## config.mk

```make
export PLATFORM = sky130hd
export DESIGN_NAME = acc_n
export DESIGN_NICKNAME = d
export VERILOG_FILES = /design/src/rtl/acc_n.sv
export SDC_FILE = /design/constraint.sdc
export NUM_CORES = 1
export LEC_CHECK = 0
export BUFFER_PORTS_ARGS = -buffer_cell sky130_fd_sc_hd__buf_2
export CORE_MARGIN = 5
export CORE_UTILIZATION = 35
export CTS_CLUSTER_SIZE = 8
export DETAILED_ROUTE_END_ITERATION = 8
export GPL_TIMING_DRIVEN = 1
export SETUP_SLACK_MARGIN = 0.1
export SLEW_MARGIN = 20
export SYNTH_ARGS = -nofsm -noshare
export SYNTH_HDL_FRONTEND = slang
export SYNTH_SLANG_ARGS = --single-unit
```

## constraint.sdc

```tcl
create_clock -name clk_i -period 3.6 [get_ports clk_i]
set_input_delay 0.72 -clock clk_i [delete_from_list [all_inputs] [get_ports clk_i]]
set_output_delay 0.72 -clock clk_i [all_outputs]
set_load 0.01 [all_outputs]
```

## src/rtl/acc_n.sv

```systemverilog
// acc_n: block accumulator downstream of the n-bit adder.
// Sums DEPTH consecutive {over, sum} results into an ACC_W-bit total, presents it
// on a valid/ready handshake and flags accumulator overflow with a sticky bit.
// Build option: define ACC_SAT_EN to clamp the accumulator at all-ones on overflow
// instead of wrapping modulo 2^ACC_W.
module acc_n #(
  parameter int unsigned n     = 8,
  parameter int unsigned DEPTH = 4,
  parameter int unsigned ACC_W = 12
) (
  input  logic                       clk_i,
  input  logic                       rst_i,
  input  logic [n-1:0]               sum_i,
  input  logic                       over_i,
  input  logic                       in_valid_i,
  output logic                       in_ready_o,
  input  logic                       clr_i,
  output logic [ACC_W-1:0]           acc_o,
  output logic [$clog2(DEPTH+1)-1:0] cnt_o,
  output logic                       ovf_o,
  output logic                       out_valid_o,
  input  logic                       out_ready_i
);

  localparam int unsigned CntW = $clog2(DEPTH + 1);
  localparam logic [CntW-1:0] LastCnt = CntW'(DEPTH - 1);

  typedef enum logic {StAcc, StHold} state_e;

  state_e           state_q;
  logic [ACC_W-1:0] acc_q;
  logic [CntW-1:0]  cnt_q;
  logic             ovf_q;

  logic [ACC_W-1:0] operand;
  logic [ACC_W:0]   sum_full;
  logic             carry;
  logic [ACC_W-1:0] acc_next;

  // Zero-extend {over, sum}; the carry-out is the operand's top bit.
  always_comb begin
    operand       = '0;
    operand[n:0]  = {over_i, sum_i};
  end

  // One extra bit catches the carry out of the accumulator MSB.
  always_comb begin
    sum_full = {1'b0, acc_q} + {1'b0, operand};
    carry    = sum_full[ACC_W];
`ifdef ACC_SAT_EN
    acc_next = carry ? '1 : sum_full[ACC_W-1:0];
`else
    acc_next = sum_full[ACC_W-1:0];
`endif
  end

  // Block FSM with accumulator, count and sticky overflow state.
  always_ff @(posedge clk_i or posedge rst_i) begin
    if (rst_i) begin
      state_q <= StAcc;
      acc_q   <= '0;
      cnt_q   <= '0;
      ovf_q   <= 1'b0;
    end else if (clr_i) begin
      // Clear beats both accept and handshake; any offered input is dropped.
      state_q <= StAcc;
      acc_q   <= '0;
      cnt_q   <= '0;
      ovf_q   <= 1'b0;
    end else begin
      unique case (state_q)
        StAcc: begin
          if (in_valid_i) begin
            acc_q <= acc_next;
            cnt_q <= cnt_q + CntW'(1);
            if (carry) begin
              ovf_q <= 1'b1;
            end
            if (cnt_q == LastCnt) begin
              state_q <= StHold;
            end
          end
        end
        StHold: begin
          if (out_ready_i) begin
            state_q <= StAcc;
            acc_q   <= '0;
            cnt_q   <= '0;
            ovf_q   <= 1'b0;
          end
        end
        default: state_q <= StAcc;
      endcase
    end
  end

  // Handshake signals decode the state only; no path from out_ready_i.
  always_comb begin
    in_ready_o  = (state_q == StAcc);
    out_valid_o = (state_q == StHold);
  end

  assign acc_o = acc_q;
  assign cnt_o = cnt_q;
  assign ovf_o = ovf_q;

endmodule

```

Word-level counts from Yosys, hierarchy flattened:

Index checks and enable logic that the tools add are counted.

* logic and storage cells: 31
* register bits: 17

* muxes and demuxes: 18
* bitwise logic cells: 1
* equal/unequal tests: 4
* reductions and logical operators: 2
* add/sub/neg operators: 2

Operators with widths (count)
* $mux W12: 3
* $pmux W12 S2: 1
* $add A12 B9 Y13: 1
* $mux W3: 3
* $mux W1: 8
* $pmux W3 S2: 1
* $pmux W1 S2: 2
* $add A3 B1 Y3 const B: 1
* $eq A3 B2 Y1 const B: 1
* $ne A3 B1 Y1 const B: 1
* $ne A3 B2 Y1 const B: 1
* $ne A3 B3 Y1 const B: 1
* $reduce_and A3 Y1: 1
* $reduce_and A2 Y1: 1
* $not A1 Y1: 1

Logic depth before layout (Yosys ltp):

Gate-level depths: netlist (run 1).

* word-level depth: 5
* mapped depth: 7
* depth with buffers taken out: 7

Worst setup path before layout (run 1):

Ideal clock, no wire load.

* path type: input to register
* from: input port sum_i[0]
* to: register acc_q[8], in the netlist acc_o[8]
* cell stages on the path: 7
* slack: 1375 ps
* arrival time: 2103 ps
* library setup time: 122 ps
* buffers on the path: 0
* required time: 3478 ps
* path through: ha_1 > fa_1 > nand3_1 > nand2_1 > a31oi_1 > o211ai_1 > a32o_1

* word-level cells in the longest chain between the ends: 4

RTL lines
* from (decl): RTL line 13 `input logic [n-1:0] sum_i,`
* $add A12 B9 Y13: RTL line 48 `sum_full = {1'b0, acc_q} + {1'b0, operand};`
* $mux W12: RTL line 73 `if (in_valid_i) begin`
* $pmux W12 S2: RTL line 71 `unique case (state_q)`
* $mux W12: RTL line 64 `end else if (clr_i) begin`
* to (signal assigned): RTL line 74 `acc_q <= acc_next;`
* to (decl): RTL line 31 `logic [ACC_W-1:0] acc_q;`

Every way passes these cells. The select of a mux whose other input is x is not followed.
A chain may end at the register's enable or synchronous reset.

Final worst setup path (run 1):

Same ends and word-level chain as after synthesis.

==> qor.csv, run 1 <==
metric,value,unit
status,completed,
grt_start_max_net_pins,18,
preCtsSetupSlack,1.138,ns
required,3.79,ns
slowest_stage,fa_1,
diodes,0,
syn2layout_area_growth,20.75,%
worst_slew_pin_slew,0.9035,ns
dp.cells,189,
cp_max_fo,3,
start_util,0.3645,
synth_flop_cell,dfrtp_1,
drive_gt1_frac,0.2752,
cts_resized,0,
dpl.hpwl,2028,um
maxSlewHeadroom,0.3976,
rows,20,
root_buffer,clkbuf_4,
drc,0,
cts_setup_buffers,0,
die-width,66.15,um
min_period,2.155,ns
die_h,66.15,um
grt_pass1_vias,1007,
track_usage,0.1306,
drv_cap,0,
ys_ff_latch,17,
setup_viol,0,
reg2reg_to,acc_o[8],
cts-hold-fix-buffers,0,
drt_iter0_markers,45,
synth_edf_count,0,
clk_latency,0.30,ns
gp_congestion,0.8527,
min_path_type,in2async,
grt_pass1_wl,4478,um
fin_worst_skew,0.003546,ns
antenna_left,0,
total_power,0.5130,mW
synth_cells,116,
max_stage_delay,0.42,ns
cts_made_buffers,3,
crit_path_start_kind,input pin,
finalHoldViolCount,0,
dr.pass1.iters,4,
routed_wl,2599,um
antenna_found_initial,0,
leakage,0.6610,nW
htree_levels,1,
rsz0062_at_grt,false,
wl_per_cell,13.47,um
finalNonFillerCells,193,
synth.net_count,142,
cts_buffer_depth,2,
reg2reg_setup_slack,1.56,ns
core_area,3028,um2
criticalPathCategory,in2reg,
synth_area,1104,um2
arrival,2.35,ns
critical_path.top_delay_family,adder cells,
vias,981,
synth-async-reset-ratio,1.000,
ir_drop,0.1290,mV
slew_violations,0,
grt_overflow,0,
die-area,4376,um2
portBuffers,31,
cts_tree,yes,
clkTransAtPathRegs,0.11,ns
path_buf_inv,1,
seq_area_frac_synth,0.3855,
p_per_area,385.0,nW/um2
tns,0,ns
via_per_inst,5.083,
worstReg2RegStart,acc_o[0],
io_pins,32,
synth.distinct_cells,36,
min_period_over_period,0.5985,
ys.warnings.count,0,
max_freq,0.4641,GHz
crit_path_end_kind,register,
cts_sinks,17,
synth.avg_cell_area,9.513,um2
final.setup.worst_slack,1.445,ns
final_nets,176,
r2r_cells,7,
worstPathCellList,"buf_2, ha_1, fa_1, nand3_1, nand2_1, a31oi_1, o211ai_1, a32o_1",
[worst reg2reg max path: stages, from the launching register on]
cell and delay, ns:
dfrtp_1 0.41, ha_1 0.23, fa_1 0.42, nand3_1 0.14, nand2_1 0.10, a31oi_1 0.25, o211ai_1 0.11, a32o_1 0.27
[cells in the final DEF, fill, tap and decap left out, types with 2 or more instances in the layout]
cell	Yosys	layout
a211oi_1	3	3
a21oi_1	9	9
a22o_1	3	3
a41oi_1	2	2
buf_2	1	31
clkbuf_4	0	3
dfrtp_1	17	17
ha_1	11	11
inv_1	6	6
nand2_1	13	13
nand3_1	3	3
nor2_1	9	9
o211ai_1	2	2
o21ai_0	7	7
o21ai_1	3	3
o22ai_1	2	2
xnor2_1	2	2
xor2_1	4	4
[synth_stat cells, drive strengths merged (2+ instances only)]
master	number	area, um2
a21oi	10	53.80
nand3	3	15.01
o21ai	10	50.04
o22ai	3	25.02
o211ai	2	15.01
a211oi	3	22.52
ha	11	137.6
a41oi	2	17.52
a22o	3	26.28
nand2	13	48.80
inv	6	22.52
xor2	4	35.03
nor2	9	33.78
dfrtp	17	425.4
xnor2	2	17.52
[layout make-up]
cell class | instances | area, um2
well taps | 44 | 55.05
inverters | 6 | 22.52
multi-input cells | 91 | 646.9
repair buffers | 31 | 155.1
clock inverters | 1 | 5.005
clock buffers | 3 | 22.52
flip-flops and latches | 17 | 425.4
fillers | 321 | 1695
[cells by family (layout without fill, tap and decap cells)]
group / count (synthesis) / in the layout / share of synthesized area
compound gates: 40 / 40 / 0.2551
xor+xnor: 6 / 6 / 0.04762
buf+inv: 8 / 41 / 0.02834
flops: 17 / 17 / 0.3855
simple gates: 33 / 33 / 0.1406
fa+ha+maj: 12 / 12 / 0.1429
[layer usage]
metal,up-vias,track usage,part of all wire
li1,495,-,-
met1,457,0.1642,0.46
met2,25,0.2206,0.48
met3,4,0.02551,0.050
met4,0,0.04569,0.011
met5,-,0,0
[registers in the layout, summed over array words and instances, names as in the netlist]
register / cells
acc_o: 12
ovf_o: 1
cnt_o: 3
out_valid_o: 1
[power by group]
group | internal, mW | switching [mW] | total (mW)
clock | 0.0414 | 0.0682 | 0.110
combinational | 0.0752 | 0.106 | 0.182
sequential | 0.207 | 0.0146 | 0.222
total | 0.324 | 0.189 | 0.513
[per-stage QoR]
stage | utilization | hold slack, ns | area [um2]
after detailed placement | 0.4310 | 0.5007 | 1305
after global placement | 0.4310 | 0.4916 | 1305
after floorplan | - | 0.5334 | 1104
after CTS | 0.4401 | 0.5302 | 1333
final | 0.4401 | 0.5051 | 1333
after global routing | 0.4401 | 0.5597 | 1333
[how the worst max path moves through the flow]
| stage | startpoint | to | slack [ns] | cells after the start |
|---|---|---|---|---|
| 4_1_cts | sum_i[0] | acc_o[8] | 1.45 | 8 |
| 6_report | sum_i[0] | acc_o[8] | 1.45 | 8 |
| 2_1_floorplan | sum_i[0] | acc_o[8] | 1.38 | 7 |
| 3_5_place_dp | sum_i[0] | acc_o[8] | 1.14 | 8 |
| 5_1_grt | sum_i[0] | acc_o[8] | 1.36 | 8 |
| 3_3_place_gp | sum_i[0] | acc_o[8] | 1.19 | 8 |
(Power assumes the default switching activity.)
==> run 2: changes to the inputs <==
clock period = 2.2 ns   (was 3.6 ns; I/O delays follow)
==> qor.csv, run 2 (synthesis results as in run 1) <==
metric,value,unit,change
status,completed,,
cts_tree,yes,,
diodes,0,,unchanged
cts_setup_buffers,0,,unchanged
die_h,66.15,um,unchanged
cts_buffer_depth,2,,unchanged
grt_pass1_vias,961,,-4.6%
drt_iter0_markers,20,,-56%
gp_congestion,0.8513,,-0.16%
setup_viol,0,,unchanged
clk_latency,0.30,ns,about the same
drv_cap,0,,unchanged
wl_per_cell,13.92,um,+3.4%
preCtsSetupSlack,0.03677,ns,-1.101 ns
antenna_found_initial,0,,unchanged
grt_pass1_wl,4416,um,-1.4%
crit_path_start_kind,register,,
final.setup.worst_slack,0.1999,ns,-1.246 ns
p_sw_frac,0.3691,,about the same
p_sw,0.3135,mW,+66%
clkTransAtPathRegs,0.11,ns,about the same
max_stage_delay,0.42,ns,about the same
finalHoldViolCount,0,,unchanged
path_buf_inv,0,,-1
min_path_type,in2async,,
crit_path_end_kind,register,,
criticalPathCategory,reg2reg,,
rsz0062_at_grt,false,,
largest_reg_flops,12,,unchanged
dr.pass1.iters,4,,unchanged
cts_resized,0,,unchanged
die-area,4376,um2,unchanged
final_nets,177,,+0.57%
htree_levels,1,,unchanged
cp_max_fo,3,,unchanged
place_area,1313,um2,+0.58%
p_per_area,631.5,nW/um2,+64%
track_usage,0.1303,,-0.0003550
critical_path.top_delay_family,adder cells,,
root_buffer,clkbuf_4,,
stdcell_area,1345,um2,+0.94%
grt_start_max_net_pins,18,,unchanged
tns,0,ns,unchanged
maxSlewHeadroom,0.5477,,+0.1501
cts_sinks,17,,unchanged
fin_worst_skew,0.008132,ns,+0.004586 ns
required,2.40,ns,-1.39 ns
rows,20,,unchanged
syn2layout_area_growth,21.88,%,
core_area,3028,um2,unchanged
final_cell_mix,"buf_2, dfrtp_1, nand2_1, ha_1",,
drc,0,,unchanged
min_period_over_period,0.9091,,
portBuffers,31,,unchanged
wl_met3,172,um,+32%
p_seq_frac,0.427,,-0.005
pwr-share-clk,0.213,,about the same
drive_gt1_frac,0.2800,,+0.004832
cts-hold-fix-buffers,0,,unchanged
route.met2.wl,1316,um,+4.9%
met1_length,1187,um,+0.25%
final_common_cell,buf_2,,
pwr-share-comb,0.360,,+0.006
leakage,0.6640,nW,+0.44%
die-width,66.15,um,unchanged
start_util,0.3645,,unchanged
min_period,2.000,ns,
via_per_inst,5.335,,+5.0%
worstPathCellList,"ha_1, fa_1, nand3_1, nand2_1, a31oi_2, o211ai_1, a32o_1",,
max_freq,0.5000,GHz,
grt_overflow,0,,unchanged
antenna_left,0,,unchanged
cts_made_buffers,3,,unchanged
worst_slew_pin_slew,0.6777,ns,-0.2258 ns
arrival,2.20,ns,-0.15 ns
io_pins,32,,unchanged
top_layer_used,met4,,
ir_drop,0.3927,mV,+200%
routed_wl,2700,um,+3.9%
dpl.hpwl,2057,um,+1.4%
vias,1035,,+5.5%
slew_violations,0,,unchanged
slowest_stage,fa_1,,
internal_power,0.5359,mW,+65%
## run 2: changes by cell type in the layout (fill, tap and decap cells not counted), sizes merged
cell    previous run  this run
buf               31        32
clkbuf             3         4
clkinv             1         0
## run 2: power groups by stage
stage                     clock, mW  combinational [mW]  sequential, mW
final                         0.181               0.305           0.363
after global routing          0.194               0.342           0.369
after CTS                     0.183               0.302           0.363
after detailed placement          0               0.300           0.370
after global placement            0               0.298           0.368
after floorplan                   0               0.200           0.380
## run 2: area by class of cell
type                    instances  area, um2
repair buffers                 32      162.7
inverters                       6      22.52
flip-flops and latches         17      425.4
well taps                      44      55.05
clock buffers                   4      26.28
multi-input cells              91      653.1
fillers                       319       1683
## run 2: path summary, 6_finish.rpt
| kind | from | endpoint | slack, ns | cells past startpoint |
|---|---|---|---|---|
| hold reg to reg | acc_o[5] | acc_o[5] | 0.52 | 2 |
| hold / removal | rst_i | cnt_o[2] | 0.22 | 2 |
| max in group asynchronous | rst_i | acc_o[7] | 1.55 | 2 |
| setup / recovery | acc_o[0] | acc_o[8] | 0.20 | 7 |
| min in group clk_i | in_valid_i | out_valid_o | 0.39 | 3 |
| setup reg to reg | acc_o[0] | acc_o[8] | 0.20 | 7 |
## run 2: stage by stage
step / instances / power (mW) / utilization / hold WS (ns)
3_5_place_dp: 190 / 0.6691 / 0.4335 / 0.4989
3_3_place_gp: 190 / 0.6658 / 0.4335 / 0.4909
2_1_floorplan: 116 / 0.5801 / - / 0.3661
5_1_grt: 194 / 0.9048 / 0.4442 / 0.2703
4_1_cts: 194 / 0.8483 / 0.4421 / 0.2493
6_report: 194 / 0.8494 / 0.4442 / 0.2163
## run 2: worst reg2reg max path, delay by kind of cell, from the launching register on
| kind | cells | cell delay, ns |
|---|---|---|
| flip-flops | 1 | 0.40 |
| AO/OA/AOI/OAI | 3 | 0.61 |
| adder cells (fa/ha/maj) | 2 | 0.65 |
| AND/OR/NAND/NOR | 2 | 0.24 |
## run 2: metal layers
layer / vias to the layer above / track usage
met5: - / 0
met4: 0 / 0.03046
met3: 4 / 0.03741
met2: 31 / 0.2193
met1: 502 / 0.1632
li1: 498 / -
